**src/rtl/mux64_pkg.sv**
```systemverilog
// Shared types and constants for the 64-bit serializer slice.
// Latency: n/a (package only).
// Backpressure: n/a (package only).
package mux64_pkg;

  // Word width, bit-select width and length-field width. The length field is
  // one bit wider than the select so that it can hold the value 64.
  localparam int DATA_W = 64;
  localparam int SEL_W  = 6;
  localparam int LEN_W  = 7;

  // Serializer control states.
  typedef enum logic {
    IDLE  = 1'b0,
    SHIFT = 1'b1
  } state_t;

  // A requested length of 0 means a full word.
  function automatic logic [LEN_W-1:0] eff_len(input logic [LEN_W-1:0] len);
    eff_len = (len == '0) ? LEN_W'(DATA_W) : len;
  endfunction

endpackage : mux64_pkg

```
**src/rtl/mux64_1.sv**
```systemverilog
// 64:1 bit multiplexer: out = in[select].
// Latency: purely combinational, zero cycles.
// Backpressure: none; no flow control at this level.
//
// Ports:
//   in     - 64-bit word to pick from
//   select - bit index 0..63
//   out    - selected bit
module mux64_1
  import mux64_pkg::*;
(
  input  logic [DATA_W-1:0] in,
  input  logic [SEL_W-1:0]  select,
  output logic              out
);

  assign out = in[select];

endmodule : mux64_1

```
**src/rtl/mux64_serializer.sv**
```systemverilog
// Parallel-to-serial converter: emits 1..64 bits of a captured word, one per beat.
// Latency: first bit is valid the cycle after the input handshake.
// Backpressure: out_ready=0 freezes the current bit; in_ready is only offered
//   when idle or on the consumed last beat, so a new word follows with no gap.
//
// Ports:
//   clk, rst_n          - clock and asynchronous active-low reset
//   in_data, in_len     - word to serialize and number of bits (0 means 64)
//   in_valid, in_ready  - input handshake
//   out_bit, out_last   - current serial bit and end-of-word marker
//   out_valid, out_ready- output handshake
//   busy                - a word is being serialized
module mux64_serializer
  import mux64_pkg::*;
#(
  parameter bit MSB_FIRST = 1'b0
) (
  input  logic              clk,
  input  logic              rst_n,
  input  logic [DATA_W-1:0] in_data,
  input  logic [LEN_W-1:0]  in_len,
  input  logic              in_valid,
  output logic              in_ready,
  output logic              out_bit,
  output logic              out_valid,
  input  logic              out_ready,
  output logic              out_last,
  output logic              busy
);

  localparam logic [SEL_W-1:0] SEL_MAX = SEL_W'(DATA_W - 1);

  // State registers and their next-state values.
  state_t            state_q, state_d;
  logic [DATA_W-1:0] data_q,  data_d;
  logic [LEN_W-1:0]  len_q,   len_d;
  logic [LEN_W-1:0]  cnt_q,   cnt_d;

  // Handshake qualifiers.
  logic              in_hs;
  logic              out_hs;
  logic [SEL_W-1:0]  bit_sel;

  // ---------------------------------------------------------------------------
  // Output-side control
  // ---------------------------------------------------------------------------
  assign out_valid = (state_q == SHIFT);
  assign busy      = out_valid;

  // cnt_q only ranges 0..len_q-1 while shifting, so the compare never sees
  // the post-word value.
  assign out_last  = out_valid && (cnt_q == (len_q - LEN_W'(1)));

  // Accept a new word when idle, or when the final bit is leaving this cycle.
  assign in_ready  = (state_q == IDLE) || (out_last && out_ready);

  assign in_hs     = in_valid && in_ready;
  assign out_hs    = out_valid && out_ready;

  // Only the low six counter bits drive the select; while shifting the
  // counter stays below 64, so the select never wraps.
  always_comb begin
    bit_sel = cnt_q[SEL_W-1:0];
    if (MSB_FIRST) begin
      bit_sel = SEL_MAX - cnt_q[SEL_W-1:0];
    end
  end

  // ---------------------------------------------------------------------------
  // Bit picker
  // ---------------------------------------------------------------------------
  mux64_1 u_mux (
    .in     (data_q),
    .select (bit_sel),
    .out    (out_bit)
  );

  // ---------------------------------------------------------------------------
  // Next-state logic
  // ---------------------------------------------------------------------------
  always_comb begin
    state_d = state_q;
    data_d  = data_q;
    len_d   = len_q;
    cnt_d   = cnt_q;

    unique case (state_q)
      IDLE: begin
        // out_ready is irrelevant here; only a new word moves us on.
        if (in_hs) begin
          data_d  = in_data;
          len_d   = eff_len(in_len);
          cnt_d   = '0;
          state_d = SHIFT;
        end
      end

      SHIFT: begin
        if (out_hs) begin
          cnt_d = cnt_q + LEN_W'(1);
          if (out_last) begin
            state_d = IDLE;
          end
        end
        // A load on the final beat overrides the increment and keeps shifting.
        // in_hs cannot be true on earlier beats because in_ready is low then.
        if (in_hs) begin
          data_d  = in_data;
          len_d   = eff_len(in_len);
          cnt_d   = '0;
          state_d = SHIFT;
        end
      end

      default: begin
        state_d = IDLE;
      end
    endcase
  end

  // ---------------------------------------------------------------------------
  // State registers
  // ---------------------------------------------------------------------------
  always_ff @(posedge clk or negedge rst_n) begin
    if (!rst_n) begin
      state_q <= IDLE;
    end else begin
      state_q <= state_d;
    end
  end

  // Clearing data_q on reset also forces out_bit low while reset is held.
  always_ff @(posedge clk or negedge rst_n) begin
    if (!rst_n) begin
      data_q <= '0;
      len_q  <= '0;
      cnt_q  <= '0;
    end else begin
      data_q <= data_d;
      len_q  <= len_d;
      cnt_q  <= cnt_d;
    end
  end

endmodule : mux64_serializer

```
**config.mk**
```make
export PLATFORM = sky130hd
export DESIGN_NAME = mux64_serializer
export DESIGN_NICKNAME = d
export VERILOG_FILES = /design/src/rtl/mux64_pkg.sv /design/src/rtl/mux64_1.sv /design/src/rtl/mux64_serializer.sv
export SDC_FILE = /design/constraint.sdc
export NUM_CORES = 1
export LEC_CHECK = 0
export ABC_CLOCK_PERIOD_IN_PS = 5700
export BUFFER_PORTS_ARGS = -buffer_cell sky130_fd_sc_hd__buf_4
export CAP_MARGIN = 5
export CORE_MARGIN = 2
export CORE_UTILIZATION = 30
export DETAILED_ROUTE_END_ITERATION = 10
export GPL_TIMING_DRIVEN = 0
export PLACE_DENSITY = 0.57
export SYNTH_ARGS = -nofsm -noshare
export SYNTH_HDL_FRONTEND = slang
export SYNTH_HIERARCHICAL = 1
export SYNTH_SLANG_ARGS = --single-unit
export TNS_END_PERCENT = 5
```
**constraint.sdc**
```tcl
create_clock -name clk -period 5.7 [get_ports clk]
set_input_delay 1.14 -clock clk [delete_from_list [all_inputs] [get_ports clk]]
set_output_delay 1.14 -clock clk [all_outputs]
set_load 0.05 [all_outputs]
```
==> results of run 1 <==
[cells in the final DEF (no fill, tap or decap), types with 6 or more instances in the layout]
cell and n:
nor2_1 16, xor2_1 7, clkbuf_16 9, mux4_2 11, buf_6 8, nor3_1 8, inv_1 7, mux2_2 66
mux2i_1 6, buf_4 80, dfrtp_1 79, nand2_1 11
[registers in the layout, indices dropped and copies added, names as in the netlist]
name    count
busy        1
data_q     64
cnt_q       7
len_q       7
[per-stage QoR]
step	hold WS [ps]	worst slack (ps)	cells	total power, mW	util [%]
floorplan	459	2490	303	1.77	-
global placement	469	2370	557	2.04	36.5
detailed placement	481	2320	557	2.08	36.5
CTS	496	1940	573	2.67	38.8
global route	514	1810	573	2.83	38.8
finish	491	2030	573	2.64	38.8
[how the worst max path moves through the flow]
stage,to,depth (start not counted)
2_1_floorplan,out_bit,6
3_3_place_gp,out_bit,8
3_5_place_dp,out_bit,8
4_1_cts,out_bit,8
5_1_grt,in_ready,8
6_report,out_bit,7
[area by class of cell]
| type | count | area, um2 | area share [%] |
|---|---|---|---|
| buffer | 17 | 135 | 2.65 |
| clock buffer | 9 | 225 | 4.42 |
| clock inverter | 7 | 73.8 | 1.45 |
| inverter | 7 | 26.3 | 0.515 |
| multi-input combinational | 200 | 1860 | 36.4 |
| sequential | 79 | 1980 | 38.8 |
| tap | 176 | 220 | 4.32 |
| timing repair buffer | 78 | 586 | 11.5 |
[kinds of logic (layout without fill, tap and decap cells)]
logic type | Yosys count | in the layout | synth area share, %
buffers and inverters | 24 | 118 | 4.04
AND/OR/NAND/NOR | 69 | 69 | 9.11
flip-flops | 79 | 79 | 49.5
multiplexers | 89 | 89 | 28.4
XOR/XNOR | 11 | 11 | 2.41
adder cells (fa/ha/maj) | 2 | 2 | 0.626
AO/OA/AOI/OAI | 29 | 29 | 5.95
[metal layers]
metal	share of wire, %	vias to the layer above
met1	46	1348
met4	1.6	0
met3	6.0	12
met2	46	68
li1	-	1296
met5	0	-
[power by group]
part	switching [mW]	internal, mW	total [mW]
logic	0.491	0.566	1.06
clock network	0.236	0.339	0.575
registers	0.181	0.824	1.01
==> qor.yml, run 1 <==
ioPinCount: 80
power.density_nw_per_um2: 517
finalSetupTns_ps: 0
fp-row-count: 42
startpoint_type: "flop"
cp_max_fo: 10
cts_resized: 0
reg2reg_to: "data_q[31]"
critPathKind: "flop to primary output"
final_nets: 469
synth.net_count: 380
skew_ps: 7.12
final_area_um2: 5100
start_util_pct: 30.4
core-area_um2: 13100
arrival_ps: 2530
grt_pass1_vias: 2955
final_max_slew_viol_count: 0
crit_buf_inv: 3
postCtsHoldBufs: 0
ff2ff_setup_slack_ps: 2970
ys_types: 47
min_path_type: "flop to flop"
cp.required_ps: 4560
fillers: 1329
seq_area_frac_synth_pct: 49.5
status: "completed"
netlist.area_leader.share_pct: 49.5
crit_start: "cnt_q[1]"
ys_warn_count: 6
max_stage_delay_ps: 460
die_y_um: 119
hold_end: "data_q[48]"
maxCapViolations: 0
grtUsageMet1_pct: 19.0
cts_sinks: 79
placed_area_um2: 4800
htreeDepth: 3
synth-seq-cells: 79
min_path_cells: 1
cts_buffers: 9
track_usage_pct: 14.5
crit_slowest_cell: "dfrtp_1"
met3_usage_pct: 5.22
syn-cell-area_um2: 4000
overflow: 0
grt_max_degree: 80
grt_pass1_wl_um: 15600
worst-r2r-cell-count: 8
root_buffer: "clkbuf_16"
critPathTopFamily: "buffers and inverters"
antenna_left: 0
dp_hpwl_um: 6890
drc: 0
grt_use_met2_pct: 22.4
synth_top_area_cell: "dfrtp_1"
drtIter0Drc: 108
synth_edf_count: 0
wirelength_um: 9360
top_usage_layer: "met2"
path_cells: "buf_2 > buf_2 > mux4_2 > a22oi_1 > and3_1 > a211oi_2 > buf_4"
p_leak_nw: 2.28
synth_commonest_cells: "79 x dfrtp_1, 66 x mux2_2, 16 x nor2_1, 11 x mux4_2, 11 x nand2_1"
r2r_start: "len_q[0]"
fmax_ghz: 0.272
hold_violations: 0
slew_headroom_pct: 31.9
netlist_instances: 303
finalCritPeriodShare_pct: 64.5
antennaDiodeCount: 0
critPathCaptureType: "primary output"
vias_per_cell: 4.75
cp_common_cell: "buf_2"
cts_tree: "done"
min-delay-start: "data_q[48]"
die_area_um2: 14300
peakVddDrop_v: 0.000169
die_width_um: 119
post_cts_buffers: 0
drtPass1Iterations: 4
rsz0062_at_grt: "no"
synth_area_leaders: "dfrtp_1 49%, mux2_2 19%, mux4_2 6.2%"
area_growth_pct: 27.7
setup_viol: 0
antenna_found_initial: 0
path_clk_slew_ps: 60
synth_ff_type: "dfrtp_1"
clk_latency_ps: 340
clock_path_buffers: 2
via_count: 2724
worst-slew-pin-transition_ps: 1020
post_drt_wl_per_cell_um: 16.3
gp_congestion: 0.734
avgSynthCellArea_um2: 13.2
ys_async_sr_fraction_pct: 100
min_period_ps: 3670
yosysMostFrequentCell: "dfrtp_1"
portBuffers: 78
drive_gt1_share_pct: 47.4
Note: power is estimated with default switching activity, not from simulation.
==> run 2: changes to the inputs <==
Settings changed: ABC_CLOCK_PERIOD_IN_PS 5700 to 3200, PLACE_DENSITY 0.57 to 0.58.
Clock period 5.7 ns to 3.2 ns, I/O delays scaled along.
==> run 2 against run 1 <==
Via count grew 0.77%. Clock skew shrank 2.8 ps. Clock power increased by 120%. Cell count unchanged. Global-route usage fell by 0.60 points. Sequential share of layout area fell by 0.61 points. Worst hold slack got worse by 25 ps. Combinational power grew 79%. Die area unchanged. Register-to-register slack worse by 2500 ps. Critical path depth rose by 2. Critical path type unchanged. Largest cell class unchanged. Largest power group unchanged.
==> qor.yml, run 2 (synthesized netlist as in run 1, its figures left out) <==
min_path_type: "input pin to async pin"
finalSetupTns_ps: 0
clkPwrFrac_pct: 25.6
fp-row-count: 42
area_growth_pct: 29.8
ff2ff_setup_slack_ps: 470
via_count: 2745
portBuffers: 78
ioPinCount: 80
drive_gt1_share_pct: 48.4
worst-slew-pin-transition_ps: 1010
drc: 0
final_cell_mix: "81 x buf_4, 77 x dfrtp_1, 66 x mux2_2"
p_sw_share_pct: 32.4
antennaDiodeCount: 0
final_area_um2: 5190
hold_violations: 0
power.density_nw_per_um2: 956
placed_area_um2: 4800
clock_path_buffers: 2
cts_sinks: 79
total_power_mw: 4.96
drtIter0Drc: 148
reg.largest.list: "data_q: 64 flops, cnt_q: 7 flops, len_q: 7 flops"
largest_register_ffs: 64
r2r_start: "len_q[0]"
switchingPower_mw: 1.60
gp_congestion: 0.758
setup_viol: 0
largest-register: "data_q"
status: "completed"
overflow: 0
post_drt_wl_per_cell_um: 16.1
die_y_um: 119
cts_tree: "done"
dp_hpwl_um: 6780
htreeDepth: 3
regArea_um2: 1980
root_buffer: "clkbuf_16"
rsz0062_at_grt: "no"
reg2reg_to: "data_q[32]"
p_int_mw: 3.36
cp_max_fo: 8
grt_pass1_vias: 3001
critPathCaptureType: "primary output"
combPwrFrac_pct: 38.3
fillers: 1247
p_seq_share_pct: 36.1
antenna_found_initial: 0
wirelength_um: 9230
finalCritPeriodShare_pct: 94.8
die_area_um2: 14300
slew_headroom_pct: 32.8
core-area_um2: 13100
final_cells: 573
drtPass1Iterations: 4
arrival_ps: 2390
cts_buffers: 9
start_util_pct: 30.4
antenna_left: 0
fmax_ghz: 0.329
min_period_ps: 3030
final_max_slew_viol_count: 0
final_common_cell: "buf_4"
critPathKind: "flop to primary output"
p_leak_nw: 2.33
vias_per_cell: 4.79
dp.cells: 557
final_nets: 469
clk_latency_ps: 330
track_usage_pct: 13.9
fin_util_pct: 39.5
grt_max_degree: 80
multi_input_area_um2: 1860
startpoint_type: "flop"
skew_ps: 4.31
grt_pass1_wl_um: 15400
peakVddDrop_v: 0.000405
path_clk_slew_ps: 60
cp.required_ps: 2560
die_width_um: 119
post_cts_buffers: 0
worst-r2r-cell-count: 8
maxCapViolations: 0
[run 2: changes by cell type in the layout (fill, tap and decap cells not counted), moves of 2 or more]
cell	before	now
dfrtp_1	79	77
clkinvlp_4	4	0
bufinv_16	1	4
buf_2	3	1
dfrtp_2	0	2
[run 2: worst max path at each step]
stage,slack (ps),to,depth (start not counted),start
2_1_floorplan,490,out_bit,6,cnt_q[0]
3_5_place_dp,320,out_bit,7,cnt_q[1]
5_1_grt,3,in_ready,9,len_q[0]
4_1_cts,9,out_bit,7,cnt_q[0]
6_report,170,in_ready,9,len_q[0]
3_3_place_gp,350,out_bit,8,cnt_q[1]
[run 2: worst max-delay path: stages, from the launching register on]
cell     delay, ps
dfrtp_2        400
inv_1           50
ha_1           280
nor2b_1        160
or3_1          350
a31oi_1        210
and2_2         220
nand3_1        100
nand2_1         90
buf_4          200
[run 2: cell type report]
| cell class | count | area share (%) |
|---|---|---|
| Timing Repair Buffer | 78 | 11.3 |
| Buffer | 17 | 2.73 |
| Multi-Input combinational cell | 200 | 35.9 |
| Clock inverter | 5 | 2.48 |
| Sequential cell | 79 | 38.2 |
| Inverter | 7 | 0.507 |
| Clock buffer | 11 | 4.68 |
| Tap cell | 176 | 4.25 |
[run 2: repair_timing]
item                       4_1_cts  5_1_grt
hold buffers                     0        0
gates resized for setup          1        7
setup endpoints to repair        1        2
[run 2: power groups by stage]
stage | combinational (mW) | sequential (mW) | clock (mW)
after floorplan | 1.46 | 1.70 | 0
after global placement | 1.86 | 1.78 | 0
after detailed placement | 1.92 | 1.80 | 0
after CTS | 1.92 | 1.79 | 1.30
after global routing | 2.10 | 1.85 | 1.35
final | 1.90 | 1.79 | 1.27
[run 2: per-stage QoR]
stage	hold slack, ps	worst slack [ps]
floorplan	344	495
CTS	494	9.36
global route	499	2.59
detailed placement	480	320
global placement	469	352
finish	465	165
[run 2: layer usage]
| layer | GRT usage [%] | up-vias | routed length [um] |
|---|---|---|---|
| met5 | 0 | - | 0 |
| met4 | 4.41 | 0 | 155 |
| li1 | - | 1295 | - |
| met2 | 22.5 | 63 | 4340 |
| met3 | 3.78 | 13 | 401 |
| met1 | 18.2 | 1374 | 4340 |
==> run 3: changes to the inputs <==
Settings changed: RECOVER_POWER set to 25.
==> run 3 against run 2 <==
The flow now finishes with violations (max-capacitance violations, max-slew violations). Clock skew barely moved. Worst hold slack improved by 26 ps. Worst setup slack barely moved. Register-to-register slack barely moved. Largest cell class unchanged. Sequential power barely moved. Global-route usage did not move. Combinational power barely moved. Non-clock buffer count did not move. Via count did not move. Die area did not move. Core utilization barely moved. Critical path depth did not move.
==> qor.yml, run 3 (synthesized netlist as in run 1, its figures left out) <==
wirelength_um: 9230
antenna_left: 0
cp.required_ps: 2560
total_power_mw: 4.96
power.density_nw_per_um2: 957
core-area_um2: 13100
p_leak_nw: 2.33
skew_ps: 4.33
regArea_um2: 1980
largest_register_ffs: 64
clk_latency_ps: 330
die_area_um2: 14300
combPwrFrac_pct: 38.3
drtPass1Iterations: 4
clkPwrFrac_pct: 25.6
htreeDepth: 3
finalSetupTns_ps: 0
largest-register: "data_q"
arrival_ps: 2390
min_path_type: "flop to flop"
drive_gt1_share_pct: 48.4
area_growth_pct: 29.8
min_period_ps: 3030
worst-slew-pin-transition_ps: 1970
final_cell_mix: "80 x buf_4, 77 x dfrtp_1, 66 x mux2_2"
overflow: 0
critPathKind: "flop to primary output"
grt_pass1_wl_um: 15400
whs_ps: 491
start_util_pct: 30.4
gp_congestion: 0.758
track_usage_pct: 13.9
multi_input_area_um2: 1860
status: "finished, violations left"
startpoint_type: "flop"
slew_headroom_pct: -31.5
setup_viol: 0
peakVddDrop_v: 0.000405
path_clk_slew_ps: 60
via_count: 2745
final_max_slew_viol_count: 80
fmax_ghz: 0.329
hold_violations: 0
cts_tree: "done"
p_sw_share_pct: 32.4
die_width_um: 119
reg.largest.list: "data_q: 64 flops, cnt_q: 7 flops, len_q: 7 flops"
post_cts_buffers: 0
maxCapViolations: 1
ioPinCount: 80
dp_hpwl_um: 6780
portBuffers: 78
cp_max_fo: 8
die_y_um: 119
cts_sinks: 79
clock_path_buffers: 2
rsz0062_at_grt: "no"
final_nets: 469
vias_per_cell: 4.79
cts_buffers: 9
fillers: 1248
antenna_found_initial: 0
grt_pass1_vias: 3001
drtIter0Drc: 148
p_int_mw: 3.36
final_common_cell: "buf_4"
critPathCaptureType: "primary output"
antennaDiodeCount: 0
root_buffer: "clkbuf_16"
postCtsHoldBufs: 0
fp-row-count: 42
post_drt_wl_per_cell_um: 16.1
drc: 0
violations: "max-capacitance violations, max-slew violations"
switchingPower_mw: 1.60
finalCritPeriodShare_pct: 94.8
grt_max_degree: 80
p_seq_share_pct: 36.1
==> run 3: area by class of cell <==
cell class / instances / share of cell area, %
Inverter: 7 / 0.507
Tap cell: 176 / 4.25
Multi-Input combinational cell: 200 / 35.9
Clock inverter: 5 / 2.49
Clock buffer: 11 / 4.68
Buffer: 17 / 2.73
Sequential cell: 79 / 38.2
Timing Repair Buffer: 78 / 11.2
==> run 3: path summary, 6_finish.rpt <==
kind,start,end,slack (ps),depth (start not counted)
worst max-delay path,len_q[0],in_ready,170,9
worst min-delay path,data_q[48],data_q[48],490,1
max in group asynchronous,rst_n,len_q[0],1010,1
worst min register to register,data_q[48],data_q[48],490,1
min in group asynchronous,rst_n,data_q[1],850,1
worst max register to register,len_q[0],data_q[32],470,8
==> run 3: metrics by stage <==
step / worst slack [ps] / utilization, % / instance area, um2 / cells
2_1_floorplan: 495 / - / 4000 / 303
3_3_place_gp: 352 / 36.5 / 4800 / 557
3_5_place_dp: 320 / 36.5 / 4800 / 557
4_1_cts: 9.36 / 39.4 / 5170 / 573
5_1_grt: 2.59 / 39.5 / 5180 / 573
6_report: 165 / 39.5 / 5180 / 573
==> run 3: repair_timing <==
item	CTS	global route
hold endpoints to repair	0	0
endpoints found under the setup margin	1	2
resized for setup	1	7
==> run 3: worst max-delay path, cell delays in order, from the launching register on <==
cell and delay, ps:
dfrtp_2 400, inv_1 50, ha_1 280, nor2b_1 160, or3_1 350, a31oi_1 210
and2_2 220, nand3_1 100, nand2_1 90, buf_4 200
==> run 3: power groups by stage <==
| stage | registers, mW | logic (mW) | clock network (mW) |
|---|---|---|---|
| final | 1.79 | 1.90 | 1.27 |
| after global routing | 1.85 | 2.10 | 1.35 |
| after CTS | 1.79 | 1.92 | 1.30 |
| after detailed placement | 1.80 | 1.92 | 0 |
| after global placement | 1.78 | 1.86 | 0 |
| after floorplan | 1.70 | 1.46 | 0 |
==> run 3: routing by layer <==
metal	wire, um	vias up	GRT usage (%)
met4	155	0	4.41
met2	4340	63	22.5
met1	4340	1374	18.2
met5	0	-	0
li1	-	1295	-
met3	401	13	3.78
